File: src/rtl/bin_to_bcd_pkg.sv
// Shared types and constants for the sequential double-dabble converter.
// min_digits() gives the smallest digit count whose decimal range exceeds 2**w.
package bin_to_bcd_pkg;

    typedef enum logic [1:0] {IDLE, CONV, DONE} conv_state_t;

    localparam int         BCD_DIGIT_W    = 4;
    localparam logic [3:0] BCD_ADJ_THRESH = 4'd4;
    localparam logic [3:0] BCD_ADJ_VAL    = 4'd3;

    function automatic int min_digits(input int w);
        longint unsigned p;
        longint unsigned lim;
        int              d;
        p   = 1;
        lim = longint'(1) << w;
        d   = 0;
        while (p <= lim) begin
            p = p * 10;
            d = d + 1;
        end
        return d;
    endfunction

endpackage

File: src/rtl/bcd_digit_adjust.sv
// Combinational add-3 correction: every BCD digit above 4 gets +3 (mod 16).
// Zero latency, no flow control.
module bcd_digit_adjust
    import bin_to_bcd_pkg::*;
#(
    parameter int N_DIGITS = 3
) (
    input  logic [BCD_DIGIT_W*N_DIGITS-1:0] bcd_raw,
    output logic [BCD_DIGIT_W*N_DIGITS-1:0] bcd_adj
);

    always_comb begin
        bcd_adj = bcd_raw;
        for (int k = 0; k < N_DIGITS; k++) begin
            if (bcd_raw[k*BCD_DIGIT_W +: BCD_DIGIT_W] > BCD_ADJ_THRESH) begin
                bcd_adj[k*BCD_DIGIT_W +: BCD_DIGIT_W] =
                    bcd_raw[k*BCD_DIGIT_W +: BCD_DIGIT_W] + BCD_ADJ_VAL;
            end
        end
    end

endmodule

File: src/rtl/bin_to_bcd_seq.sv
// Sequential binary-to-BCD (one bit per clock), optional sign+magnitude; result W_BIN+1 edges after accept.
// No queueing: i_start is ignored while o_busy, accepted in IDLE or in the DONE cycle.
module bin_to_bcd_seq
    import bin_to_bcd_pkg::*;
#(
    parameter int W_BIN    = 8,
    parameter int N_DIGITS = 3
) (
    input  logic                            i_clk,
    input  logic                            i_rst_n,
    input  logic                            i_start,
    input  logic                            i_signed,
    input  logic [W_BIN-1:0]                i_bin,
    output logic                            o_busy,
    output logic                            o_done,
    output logic                            o_sign,
    output logic [BCD_DIGIT_W*N_DIGITS-1:0] o_bcd
);

    localparam int                BCD_W    = BCD_DIGIT_W * N_DIGITS;
    localparam int                CNT_W    = $clog2(W_BIN);
    localparam logic [CNT_W-1:0]  CNT_LAST = CNT_W'(W_BIN - 1);

    if (W_BIN < 2) begin : g_bad_width
        $error("bin_to_bcd_seq: W_BIN must be at least 2");
    end
    if (N_DIGITS < min_digits(W_BIN)) begin : g_bad_digits
        $error("bin_to_bcd_seq: N_DIGITS too small for W_BIN");
    end

    conv_state_t      state;
    logic [BCD_W-1:0] bcd_acc;
    logic [W_BIN-1:0] bin_sr;
    logic [CNT_W-1:0] cnt;
    logic             sign_pend;

    logic [BCD_W-1:0] bcd_adj;
    logic [BCD_W-1:0] bcd_next;
    logic [W_BIN-1:0] bin_next;
    logic [W_BIN-1:0] mag;
    logic             neg_in;

    bcd_digit_adjust #(.N_DIGITS(N_DIGITS)) u_adjust (
        .bcd_raw (bcd_acc),
        .bcd_adj (bcd_adj)
    );

    // Correction and the 1-bit left shift of {bcd, bin} land in the same edge.
    assign bcd_next = {bcd_adj[BCD_W-2:0], bin_sr[W_BIN-1]};
    assign bin_next = {bin_sr[W_BIN-2:0], 1'b0};

    // The most-negative operand negates to itself, which is the right unsigned magnitude.
    assign neg_in = i_signed & i_bin[W_BIN-1];
    assign mag    = neg_in ? (~i_bin + W_BIN'(1)) : i_bin;

    always_ff @(posedge i_clk) begin
        if (!i_rst_n) begin
            state     <= IDLE;
            bcd_acc   <= '0;
            bin_sr    <= '0;
            cnt       <= '0;
            sign_pend <= 1'b0;
            o_busy    <= 1'b0;
            o_done    <= 1'b0;
            o_sign    <= 1'b0;
            o_bcd     <= '0;
        end else begin
            case (state)
                CONV: begin
                    bcd_acc <= bcd_next;
                    bin_sr  <= bin_next;
                    cnt     <= cnt + CNT_W'(1);
                    if (cnt == CNT_LAST) begin
                        state  <= DONE;
                        o_busy <= 1'b0;
                        o_done <= 1'b1;
                        o_bcd  <= bcd_next;
                        o_sign <= sign_pend;
                    end
                end
                default: begin
                    o_done <= 1'b0;
                    if (i_start) begin
                        state     <= CONV;
                        o_busy    <= 1'b1;
                        bcd_acc   <= '0;
                        bin_sr    <= mag;
                        cnt       <= '0;
                        sign_pend <= neg_in;
                    end else begin
                        state <= IDLE;
                    end
                end
            endcase
        end
    end

endmodule
File: config.mk
export PLATFORM = sky130hd
export DESIGN_NAME = bin_to_bcd_seq
export DESIGN_NICKNAME = d
export VERILOG_FILES = /design/src/rtl/bin_to_bcd_pkg.sv /design/src/rtl/bcd_digit_adjust.sv /design/src/rtl/bin_to_bcd_seq.sv
export SDC_FILE = /design/constraint.sdc
export NUM_CORES = 1
export LEC_CHECK = 0
export ABC_CLOCK_PERIOD_IN_PS = 1600
export BUFFER_PORTS_ARGS = -buffer_cell sky130_fd_sc_hd__buf_4
export CAP_MARGIN = 20
export CORE_MARGIN = 2
export CORE_UTILIZATION = 33
export DETAILED_ROUTE_END_ITERATION = 6
export PLACE_DENSITY_LB_ADDON = 0.12
export SYNTH_ARGS = -nofsm -noshare
export SYNTH_HDL_FRONTEND = slang
export SYNTH_SLANG_ARGS = --single-unit
File: constraint.sdc
create_clock -name i_clk -period 1.6 [get_ports i_clk]
set_clock_uncertainty 0.1 [all_clocks]
set_input_delay 0.16 -clock i_clk [delete_from_list [all_inputs] [get_ports i_clk]]
set_output_delay 0.16 -clock i_clk [all_outputs]
set_load 0.1 [all_outputs]
# Word-level counts from Yosys, hierarchy flattened
# Index checks and enable logic that the tools add are counted.
# totals
regBits	41
output_inout_bits	15
elab_cells	47
# classes
add_sub_neg	5
order_cmp	3
n_eq_ne	3
n_mux	16
bitwise_logic	4
reduce_logical	6
# ops
op	n
$mux W12	2
$mux W8	3
$gt A4 B3 Y1 const B	3
$mux W3	3
$add A4 B2 Y4 const B	2
$add A8 B1 Y8 const B	1
$mux W4	2
$not A8 Y8	1
$reduce_and A2 Y1	4
$mux W1	4
$mux W2	2
$add A3 B1 Y3 const B	1
$add A3 B2 Y3 const B	1
$eq A3 B3 Y1 const B	1
$eq A2 B1 Y1 const B	1
$ne A2 B2 Y1 const B	1
$not A1 Y1	2
$reduce_bool A2 Y1	1
$reduce_or A2 Y1	1
$and A1 B1 Y1	1

# Logic depth before layout (Yosys ltp)
# Gate-level depths: netlist of run 1.
# depth
word_depth	5
ltp_mapped	6
ltp_nobuf	6

# Hierarchy
# From an unflattened synthesis of run 1, not the netlist that was laid out.
# hier_totals
hier_cells	220
area_unflattened_um2	1926.8
# modules_own_cells
mod	n_inst	cells_each	area_each_um2	seq_area_each_um2
bin_to_bcd_seq	1	176	1617.8	820.8
bcd_digit_adjust	1	44	309.0	0.0

# Worst setup path before layout of run 1
# Ideal clock, no wire load.
# synth_timing
path_type	register to register
startpoint	reg o_bcd[4] (netlist name)
endpoint	reg o_bcd[4]
setup_time_ns	0.086
arrival_time_ns	1.238
required_ns	1.414
setup_slack_ns	0.176
path_stages_with_launch	3
path_buffers	0
period_less_slack_ns	1.424
cell_sequence	dfxtp_1 > nor2_1 > a211oi_1
# synth_lines
item	line	text
end signal, assigned	bin_to_bcd_seq.sv:77	o_bcd <= bcd_next;
end, declared	bin_to_bcd_seq.sv:17	output logic [BCD_DIGIT_W*N_DIGITS-1:0] o_bcd

# Final worst setup path of run 1
# layout_timing
startpoint	reg bcd_acc[1]
endpoint	reg bcd_acc[1]
# layout_via
elab_chain_len	3
# layout_rtl
item	line	text
start, declared	bin_to_bcd_seq.sv:32	logic [BCD_W-1:0] bcd_acc;
start signal, assigned	bin_to_bcd_seq.sv:70	bcd_acc <= bcd_next;
$gt A4 B3 Y1	bcd_digit_adjust.sv:15	if (bcd_raw[k*BCD_DIGIT_W +: BCD_DIGIT_W] > BCD_ADJ_THRESH) begin
$mux W4	bcd_digit_adjust.sv:15	
$mux W12	bin_to_bcd_seq.sv:68	case (state)
# Every way passes these cells.
# A chain may end at the register's enable or synchronous reset.

==> metrics, run 1 <==
pin count of the biggest net entering global routing=16; final cell count without fillers=330; number of synthesized register bits=41; Num Clock Sinks=41; peak clock frequency supported by timing=0.668 GHz; io pins=27; warnings from Yosys=0; total instance count after detailed placement=between 300 and 400; cell type group with the largest total delay on the critical path=simple AND/OR/NAND/NOR gates; top-count cell post-synth=sky130_fd_sc_hd__dfxtp_1; routability-driven placement congestion ratio=between 0.7 and 0.8; leftover overflow at the end of global routing=0; Hold Vio Cnt, Final=0; slew of the pin with the lowest slew margin=about 0.36 ns; Arr. time, crit path=1.59 ns; post-synth top area share=0.423; initial core utilization=0.348; worst hold path type=in -> reg; post-layout minimum cycle time=around 1.5 ns; max-capacitance violation count=0; max incr delay on CP=0.35 ns; average footprint of a synthesized cell=8.65 sq um; leak pwr=0.987 nW; Max Root-Sink Buffers=2; fraction of the yosys area taken by sequential cells=0.423; DIE AREA=6500 sq um; Power Dens Cells=893 nW/um^2; fraction of power consumed by the clock network=0.414; most numerous cell types in the synthesized netlist=41 x sky130_fd_sc_hd__dfxtp_1, 26 x sky130_fd_sc_hd__nand2_1, 21 x sky130_fd_sc_hd__a21oi_1; internal power component=1.63 mW; ANT cells=0; final routed DRC violation total=0; number of rows created at floorplan=27; count of buffering cells on the critical path with inverters included=1; clock buffers created by TritonCTS=5; worst skew pair latency=0.30 ns; register share of total power=0.493; type of the worst setup path=reg -> reg; H-tree depth=2; Final Max Tran Viols=0; Die Span Y=80.6 um; count of input and output buffers=26; Post-DP HPWL=2.98 mm; sequence of cells on the critical path=inv_1 -> ha_1 -> nor2b_2 -> or3_1 -> a32o_1; Net Sw Power=~0.50 mW; Post-Syn Area=1940 sq um; # nets final=roughly 280; combinational cell fraction of total power=0.093; via count of the first global-routing pass=1466; register-to-register setup slack=0.10 ns; unrepaired setup endpoints after global routing=true; number of antenna violations at the first check in global routing=0; post-synth net total=~250; number of optimization iterations in the first detailed-route pass=4; fraction of power spent switching nets=0.235; total core area=5570 sq um; result of the run=finished clean; final-report setup violation count=0; end-of-flow core utilization=0.429; synth top area cells=sky130_fd_sc_hd__dfxtp_1 42%, sky130_fd_sc_hd__ha_1 5.8%, sky130_fd_sc_hd__a21oi_1 5.4%; CTS tree=yes; Synth cell types=41; cell at the root of the clock tree=sky130_fd_sc_hd__clkbuf_8; layout cell share with drive strength beyond 1=0.221; largest voltage drop on the vdd net=0.455 mV; synthesized instance count=between 200 and 250; DR vias/cell=5.05; number of vias in the routed layout=1666; clock transition time at the flip-flop clock pins of the worst setup and hold paths=~0.09 ns; Required @ worst endpoint=~1.7 ns; area growth from synthesis to final layout=23.5%; first-pass GRT wire length=6.94 mm; WL per Instance=12.7 um; post-route antenna net violation count=0; relative slew slack=0.757; Die W=80.6 um; capturing element type of the critical path=flip-flop; Critical Path Slowest Stage Cell=sky130_fd_sc_hd__dfxtp_2; share of synthesized registers carrying an async set or reset=0; # Post-CTS Setup Buffers=0; crit start category=flip-flop; Final Cycle Share=0.936; biggest area consumer among synthesized cells=sky130_fd_sc_hd__dfxtp_1; maximum net fanout on the critical path=5; most used flip-flop cell after synthesis=sky130_fd_sc_hd__dfxtp_1; initial drt markers=54; routed wire length=between 4 and 5 mm; global router's overall resource usage=0.138; Post-synth EDFFs=0
registers in the layout, summed over array words and instances (netlist names):
register	flops
bcd_acc	12
o_bcd	12
bin_sr	8
cnt	3
state	2
o_busy	1
o_done	1
o_sign	1
sign_pend	1
per-layer routing:
layer	vias up	GRT usage	wire, um
met2	30	0.208	1870
met1	769	0.190	2090
met4	0	0.0458	53
li1	861	-	-
met5	-	0	0
met3	6	0.0371	187
through the flow:
step                      setup WS (ns)  hold WS (ns)  power, mW  cell area, sq um  setup TNS (ns)
after global routing           -0.00997        0.0702       2.23              2390        -0.00997
after detailed placement        -0.0600         0.349       1.28              2260          -0.164
after floorplan                   0.176         0.233       1.20              1940               0
final                             0.102        0.0749       2.14              2390               0
after CTS                        0.0957        0.0710       2.17              2390               0
after global placement          -0.0144         0.347       1.28              2260         -0.0393
power groups by stage:
stage / clock network [mW] / logic [mW] / registers, mW
2_1_floorplan: 0 / 0.108 / 1.09
5_1_grt: 0.952 / 0.218 / 1.06
3_3_place_gp: 0 / 0.200 / 1.08
4_1_cts: 0.913 / 0.200 / 1.05
3_5_place_dp: 0 / 0.199 / 1.08
6_report: 0.885 / 0.198 / 1.05
worst paths after layout:
check	start	to	cells after the start
setup reg to reg	bcd_acc[1]$_SDFFE_PN0P_	bcd_acc[1]$_SDFFE_PN0P_	5
hold / removal	i_rst_n	o_bcd[7]$_SDFFE_PN0P_	2
hold reg to reg	o_sign$_SDFFE_PN0P_	o_sign$_SDFFE_PN0P_	2
setup / recovery	bcd_acc[1]$_SDFFE_PN0P_	bcd_acc[1]$_SDFFE_PN0P_	5
placed cells by master, fill, tap and decap left out, types with 2 or more instances in the layout:
| master | count |
|---|---|
| sky130_fd_sc_hd__a211oi_1 | 2 |
| sky130_fd_sc_hd__a21oi_1 | 21 |
| sky130_fd_sc_hd__a22o_1 | 6 |
| sky130_fd_sc_hd__a32o_1 | 3 |
| sky130_fd_sc_hd__and3_1 | 5 |
| sky130_fd_sc_hd__buf_4 | 37 |
| sky130_fd_sc_hd__clkbuf_8 | 6 |
| sky130_fd_sc_hd__dfxtp_1 | 40 |
| sky130_fd_sc_hd__ha_1 | 9 |
| sky130_fd_sc_hd__inv_1 | 10 |
| sky130_fd_sc_hd__nand2_1 | 26 |
| sky130_fd_sc_hd__nand2b_1 | 7 |
| sky130_fd_sc_hd__nand3_1 | 4 |
| sky130_fd_sc_hd__nor2_1 | 14 |
| sky130_fd_sc_hd__nor2b_1 | 4 |
| sky130_fd_sc_hd__nor2b_2 | 2 |
| sky130_fd_sc_hd__nor3_1 | 2 |
| sky130_fd_sc_hd__o211a_1 | 3 |
| sky130_fd_sc_hd__o21ai_0 | 17 |
| sky130_fd_sc_hd__o21ai_1 | 2 |
| sky130_fd_sc_hd__o22ai_1 | 3 |
| sky130_fd_sc_hd__o311ai_0 | 6 |
| sky130_fd_sc_hd__or3_1 | 5 |
| sky130_fd_sc_hd__xnor2_1 | 2 |
| sky130_fd_sc_hd__xor2_1 | 2 |
logic make-up after synthesis:
kind of cell / Yosys count / synth area share
multiplexers: 1 / 0.00516
AND/OR/NAND/NOR: 76 / 0.194
AO/OA/AOI/OAI: 71 / 0.250
adder cells (fa/ha/maj): 9 / 0.0581
buffers and inverters: 22 / 0.0510
XOR/XNOR: 4 / 0.0181
flip-flops: 41 / 0.424
repair_timing:
action / CTS / global route
setup endpoints to repair: 3 / 10
gates resized for setup: 1 / 6
pin swaps: 0 / 1
cloned: 0 / 0
hold buffers: 0 / 0
area by class of cell:
| cell class | instances | area, sq um |
|---|---|---|
| fillers | 572 | 3180 |
| repair buffers | 38 | 298 |
| well taps | 72 | 90.1 |
| clock buffers | 6 | 82.6 |
| flip-flops and latches | 41 | 822 |
| inverters | 10 | 37.5 |
| clock inverters | 2 | 37.5 |
| multi-input cells | 161 | 1030 |
Power figures use the tool's default switching activity.
==> run 2, diff against run 1 <==
CELL_PAD_IN_SITES_DETAIL_PLACEMENT = 0   (was not set)
CELL_PAD_IN_SITES_GLOBAL_PLACEMENT = 1   (was not set)
==> run 2 against run 1 <==
Compared with the run above: die area unchanged; non-clock buffer count is 4 higher; final cell count grew 0.91%; sequential power barely moved; count of clock-buffer cells in the layout shrank 1; register-to-register slack improved by 0.02 ns; critical endpoint is now bcd_acc[3]$_SDFFE_PN0P_.
==> metrics, run 2 (synthesized netlist as in run 1, its figures left out) <==
Min-Delay Path Depth=3 (+1); type of the worst setup path=reg -> reg; DIE AREA=6500 sq um (unchanged); cts hold-fix bufs=0 (unchanged); final cell count without fillers=333 (+0.91%); Hold WS=0.0778 ns (+0.00289 ns); Power Dens Cells=857 nW/um^2 (-4.1%); Worst Reg2Reg Path Length in Cells=6 (+1); Final Power=2.06 mW (-3.6%); top flop regs=bcd_acc x12, o_bcd x12, bin_sr x8; Arr. time, crit path=1.56 ns (-0.03 ns); global router's overall resource usage=0.145 (+0.00727); relative slew slack=0.738 (-0.0181); number of optimization iterations in the first detailed-route pass=6 (+2); DR vias/cell=4.95 (-1.9%); worst skew pair latency=0.29 ns (about the same); initial core utilization=0.348 (unchanged); result of the run=finished clean; clock buffers created by TritonCTS=5 (unchanged); clock transition time at the flip-flop clock pins of the worst setup and hold paths=0.08 ns (about the same); cell at the root of the clock tree=sky130_fd_sc_hd__clkbuf_8; layout cell share with drive strength beyond 1=0.222 (+0.00129); first-pass GRT wire length=7.22 mm (+4.0%); end-of-flow core utilization=0.432 (+0.00224); io pins=27 (unchanged); count of input and output buffers=26 (unchanged); WL per Instance=12.9 um (+1.3%); routability-driven placement congestion ratio=0.720 (-4.7%); Critical Path Slowest Stage Cell=sky130_fd_sc_hd__dfxtp_1; final-report setup violation count=0 (unchanged); final worst setup slack=0.123 ns (+0.0208 ns); ANT cells=0 (unchanged); capturing element type of the critical path=flip-flop; Final Cycle Share=0.923 (-0.0130); final-layout setup total negative slack=0 ns (unchanged); number of vias in the routed layout=1649 (-1.0%); total core area=5570 sq um (unchanged); final routed DRC violation total=0 (unchanged); via count of the first global-routing pass=1526 (+4.1%); initial drt markers=85 (+57%); leftover overflow at the end of global routing=0 (unchanged); # nets final=282 (+1.4%); pre-CTS setup slack=0.0937 ns (+0.154 ns); pin count of the biggest net entering global routing=14 (-2); total instance count after detailed placement=326 (+1.2%); worst hold path type=in -> reg; CTS tree=yes; number of antenna violations at the first check in global routing=0 (unchanged); cell type group with the largest total delay on the critical path=compound AO/OA/AOI/OAI gates; leak pwr=1.01 nW (+2.0%); crit start category=flip-flop; H-tree depth=2 (unchanged); routed wire length=4.29 mm (+2.3%); path length in cells of the critical path=6 (+1); number of rows created at floorplan=27 (unchanged); Required @ worst endpoint=1.68 ns (about the same); Die W=80.6 um (unchanged); largest voltage drop on the vdd net=0.533 mV (+17%); Post-DP Area=2290 sq um (+1.3%); area growth from synthesis to final layout=24.1%; maximum net fanout on the critical path=5 (unchanged); Num Clock Sinks=41 (unchanged); sequence of cells on the critical path=inv_1 -> ha_1 -> nor2b_1 -> o21ai_0 -> o21ai_0 -> a22o_1; post-layout minimum cycle time=1.48 ns (-0.0208 ns); Max Root-Sink Buffers=2 (unchanged); max-capacitance violation count=0 (unchanged); count of buffering cells on the critical path with inverters included=1 (unchanged); Post-DP HPWL=3.19 mm (+6.8%); max incr delay on CP=0.38 ns (+0.03 ns); final instance area=2410 sq um (+0.52%); slew of the pin with the lowest slew margin=0.387 ns (+0.0314 ns); Final Max Tran Viols=0 (unchanged); Die Span Y=80.6 um (unchanged); # Post-CTS Setup Buffers=0 (unchanged); Hold Vio Cnt, Final=0 (unchanged); commonest cells after routing, fill and taps aside=40 x sky130_fd_sc_hd__dfxtp_1, 40 x sky130_fd_sc_hd__buf_4, 26 x sky130_fd_sc_hd__nand2_1; post-route antenna net violation count=0 (unchanged); peak clock frequency supported by timing=0.677 GHz (+1.4%); Critical Path Most Common Cell=sky130_fd_sc_hd__o21ai_0
[run 2: cell count changes in the layout (fill, tap and decap cells not counted), sizes merged]
cell / before / now
clkinv: 0 / 1
buf: 38 / 42
clkbuf: 6 / 5
clkinvlp: 1 / 0
[run 2: final timing paths]
| check | end | start | slack, ns |
|---|---|---|---|
| worst max-delay path | bcd_acc[3]$_SDFFE_PN0P_ | bcd_acc[1]$_SDFFE_PN0P_ | 0.12 |
| worst min-delay path | bin_sr[6]$_SDFFE_PN0P_ | i_bin[6] | 0.08 |
| worst max register to register | bcd_acc[3]$_SDFFE_PN0P_ | bcd_acc[1]$_SDFFE_PN0P_ | 0.12 |
| worst min register to register | bin_sr[2]$_SDFFE_PN0P_ | bin_sr[1]$_SDFFE_PN0P_ | 0.36 |
[run 2: metal layers]
layer | vias up | global-route usage | wire (um)
met5 | - | 0 | 0
met4 | 0 | 0.0508 | 46
met2 | 19 | 0.223 | 1900
met1 | 759 | 0.199 | 2220
li1 | 866 | - | -
met3 | 5 | 0.0348 | 127
[run 2: worst register-to-register path, cell delays in order, from the launching register on]
cell	delay, ns
sky130_fd_sc_hd__dfxtp_1	0.38
sky130_fd_sc_hd__inv_1	0.08
sky130_fd_sc_hd__ha_1	0.21
sky130_fd_sc_hd__nor2b_1	0.13
sky130_fd_sc_hd__o21ai_0	0.13
sky130_fd_sc_hd__o21ai_0	0.13
sky130_fd_sc_hd__a22o_1	0.22
[run 2: layout make-up]
cell class / instances / area [sq um]
tap: 72 / 90.1
timing repair buffer: 42 / 332
fill: 584 / 3170
sequential: 41 / 822
clock buffer: 5 / 68.8
clock inverter: 2 / 35.0
multi-input combinational: 161 / 1020
inverter: 10 / 37.5
[run 2: repair_timing]
item	CTS	global route
endpoints found under the hold margin	0	0
setup endpoints to repair	0	5
resized for setup	0	5
[run 2: report_power, final]
group          total, mW  internal (mW)  switching (mW)
logic              0.199         0.0850           0.114
clock network      0.808          0.454           0.354
registers           1.05           1.04          0.0118
==> run 3, diff against run 2 <==
ABC_CLOCK_PERIOD_IN_PS = 1900   (was 1600)
BUFFER_PORTS_ARGS = not set   (was -buffer_cell sky130_fd_sc_hd__buf_4)
CTS_CLUSTER_SIZE = 25   (was not set)
DONT_BUFFER_PORTS = 1   (was not set)
clock period = 1.9 ns   (was 1.6 ns; I/O delays follow)
==> run 3 against run 2 <==
Compared with the run above: final cell count fell by 5.4%; critical path depth fell by 1; total power fell by 23%; via count rose by 0.91%; highest routed layer unchanged; critical endpoint is now o_bcd[2]$_SDFFE_PN0P_; count of clock-buffer cells in the layout rose by 2; hold slack got worse by 0.061 ns; die area did not move; register-to-register slack improved by 0.09 ns.
==> metrics, run 3 (synthesized netlist as in run 1, its figures left out) <==
crit start category=flip-flop; total instance count after detailed placement=305 (-6.4%); first-pass GRT wire length=7.00 mm (-3.0%); type of the worst setup path=reg -> reg; Die Span Y=80.6 um (unchanged); routed wire length=4.35 mm (+1.4%); # Post-CTS Setup Buffers=0 (unchanged); Post-DP HPWL=3.03 mm (-5.1%); post-route antenna net violation count=0 (unchanged); largest voltage drop on the vdd net=0.475 mV (-11%); timing startpoint of the critical path=cnt[0]$_SDFFE_PN0P_; result of the run=finished clean; Final Max Tran Viols=0 (unchanged); maximum net fanout on the critical path=12 (+7); max-capacitance violation count=0 (unchanged); cts hold-fix bufs=3 (+3); Num Clock Sinks=41 (unchanged); Hold Vio Cnt, Final=0 (unchanged); final worst setup slack=0.210 ns (+0.0868 ns); number of rows created at floorplan=27 (unchanged); capture point of the worst reg-to-reg path=o_bcd[2]$_SDFFE_PN0P_; Final Power=1.59 mW (-23%); final-report setup violation count=0 (unchanged); routability-driven placement congestion ratio=0.758 (+5.2%); worst setup path end=o_bcd[2]$_SDFFE_PN0P_; final cell count without fillers=315 (-5.4%); WL per Instance=13.8 um (+7.1%); leftover overflow at the end of global routing=0 (unchanged); leading cell type in the layout, fill and taps excluded=sky130_fd_sc_hd__dfxtp_1; total core area=5570 sq um (unchanged); # nets final=264 (-6.4%); final-layout setup total negative slack=0 ns (unchanged); CTS tree=yes; pre-CTS setup slack=0.203 ns (+0.109 ns); post-layout minimum cycle time=1.69 ns (+0.213 ns); capturing element type of the critical path=flip-flop; number of antenna violations at the first check in global routing=0 (unchanged); via count of the first global-routing pass=1506 (-1.3%); count of input and output buffers=0 (-100%); final routed DRC violation total=0 (unchanged); sequence of cells on the critical path=ha_1 -> ha_1 -> and2_1 -> o311ai_0 -> a21oi_1; area growth from synthesis to final layout=15.6%; Die W=80.6 um (unchanged); max incr delay on CP=0.42 ns (+0.04 ns); Reg-to-Reg Start=cnt[0]$_SDFFE_PN0P_; register-to-register setup slack=0.21 ns (+0.09 ns); Power Dens Cells=708 nW/um^2 (-17%); unrepaired setup endpoints after global routing=false; clock buffers created by TritonCTS=5 (unchanged); ANT cells=0 (unchanged); worst hold path type=in -> reg; Critical Path Most Common Cell=sky130_fd_sc_hd__ha_1; number of optimization iterations in the first detailed-route pass=4 (-2); number of vias in the routed layout=1664 (+0.91%); Critical Path Slowest Stage Cell=sky130_fd_sc_hd__and2_1; Max Root-Sink Buffers=2 (unchanged); DIE AREA=6500 sq um (unchanged); Final Cycle Share=0.889 (-0.0335); peak clock frequency supported by timing=0.592 GHz (-13%); io pins=27 (unchanged); commonest cells after routing, fill and taps aside=41 x sky130_fd_sc_hd__dfxtp_1, 26 x sky130_fd_sc_hd__nand2_1, 21 x sky130_fd_sc_hd__a21oi_1, 21 x sky130_fd_sc_hd__buf_4, 19 x sky130_fd_sc_hd__o21ai_0; top flop regs=bcd_acc x12, o_bcd x12, bin_sr x8; Worst Reg2Reg Path Length in Cells=5 (-1); Arr. time, crit path=1.81 ns (+0.25 ns); initial core utilization=0.348 (unchanged); clock transition time at the flip-flop clock pins of the worst setup and hold paths=0.07 ns (about the same); cell at the root of the clock tree=sky130_fd_sc_hd__clkbuf_8; post_cts resized=0 (unchanged); slew of the pin with the lowest slew margin=0.447 ns (+0.0596 ns); pin count of the biggest net entering global routing=16 (+2); DR vias/cell=5.28 (+6.7%); Required @ worst endpoint=2.02 ns (+0.34 ns); layout cell share with drive strength beyond 1=0.140 (-0.0823); H-tree depth=2 (unchanged); initial drt markers=66 (-22%); leak pwr=0.900 nW (-11%); global router's overall resource usage=0.141 (-0.00441); worst skew pair latency=0.29 ns (about the same); relative slew slack=0.702 (-0.0365)
==> run 3: layout make-up <==
type                            count  area [sq um]
Clock buffer                        7          86.3
Timing Repair Buffer               24           188
Inverter                           10          37.5
Tap cell                           72          90.1
Multi-Input combinational cell    161          1020
Sequential cell                    41           821
Fill cell                         593          3330
==> run 3: stage by stage <==
step	hold WS (ns)	util	cell area (sq um)
final	0.0173	0.402	2240
after global placement	0.227	0.381	2120
after floorplan	0.263	-	1940
after global routing	0.00964	0.402	2240
after CTS	0.0105	0.402	2240
after detailed placement	0.231	0.381	2120
==> run 3: layer usage <==
| layer | vias up | share of wire | wire length [um] | global-route usage |
|---|---|---|---|---|
| li1 | 835 | - | - | - |
| met1 | 791 | 0.48 | 2100 | 0.186 |
| met2 | 34 | 0.46 | 2000 | 0.223 |
| met3 | 4 | 0.048 | 209 | 0.0393 |
| met4 | 0 | 0.0097 | 42 | 0.0458 |
| met5 | - | 0 | 0 | 0 |
==> run 3: worst max-delay path, delay by kind of cell (launching register included) <==
kind	cells	cell delay, ns
fa+ha+maj	2	0.34
flops	1	0.36
simple gates	1	0.42
compound gates	2	0.41
==> run 3: power by group <==
| part | total [mW] | switching (mW) | internal [mW] | leakage, nW |
|---|---|---|---|---|
| clock | 0.565 | 0.277 | 0.288 | 0.0443 |
| sequential | 0.889 | 0.0105 | 0.878 | 0.332 |
| combinational | 0.133 | 0.0805 | 0.0530 | 0.523 |
==> run 3: how the worst min path moves through the flow <==
| stage | depth (start not counted) | startpoint | slack (ns) | endpoint |
|---|---|---|---|---|
| after floorplan | 2 | i_bin[0] | 0.26 | bin_sr[0]$_SDFFE_PP0P_ |
| after global placement | 1 | i_rst_n | 0.23 | o_bcd[7]$_SDFFE_PN0P_ |
| after detailed placement | 1 | i_rst_n | 0.23 | o_bcd[3]$_SDFFE_PN0P_ |
| after CTS | 2 | i_bin[6] | 0.01 | bin_sr[6]$_SDFFE_PN0P_ |
| after global routing | 2 | i_bin[6] | 0.01 | bin_sr[6]$_SDFFE_PN0P_ |
| final | 2 | i_bin[6] | 0.02 | bin_sr[6]$_SDFFE_PN0P_ |
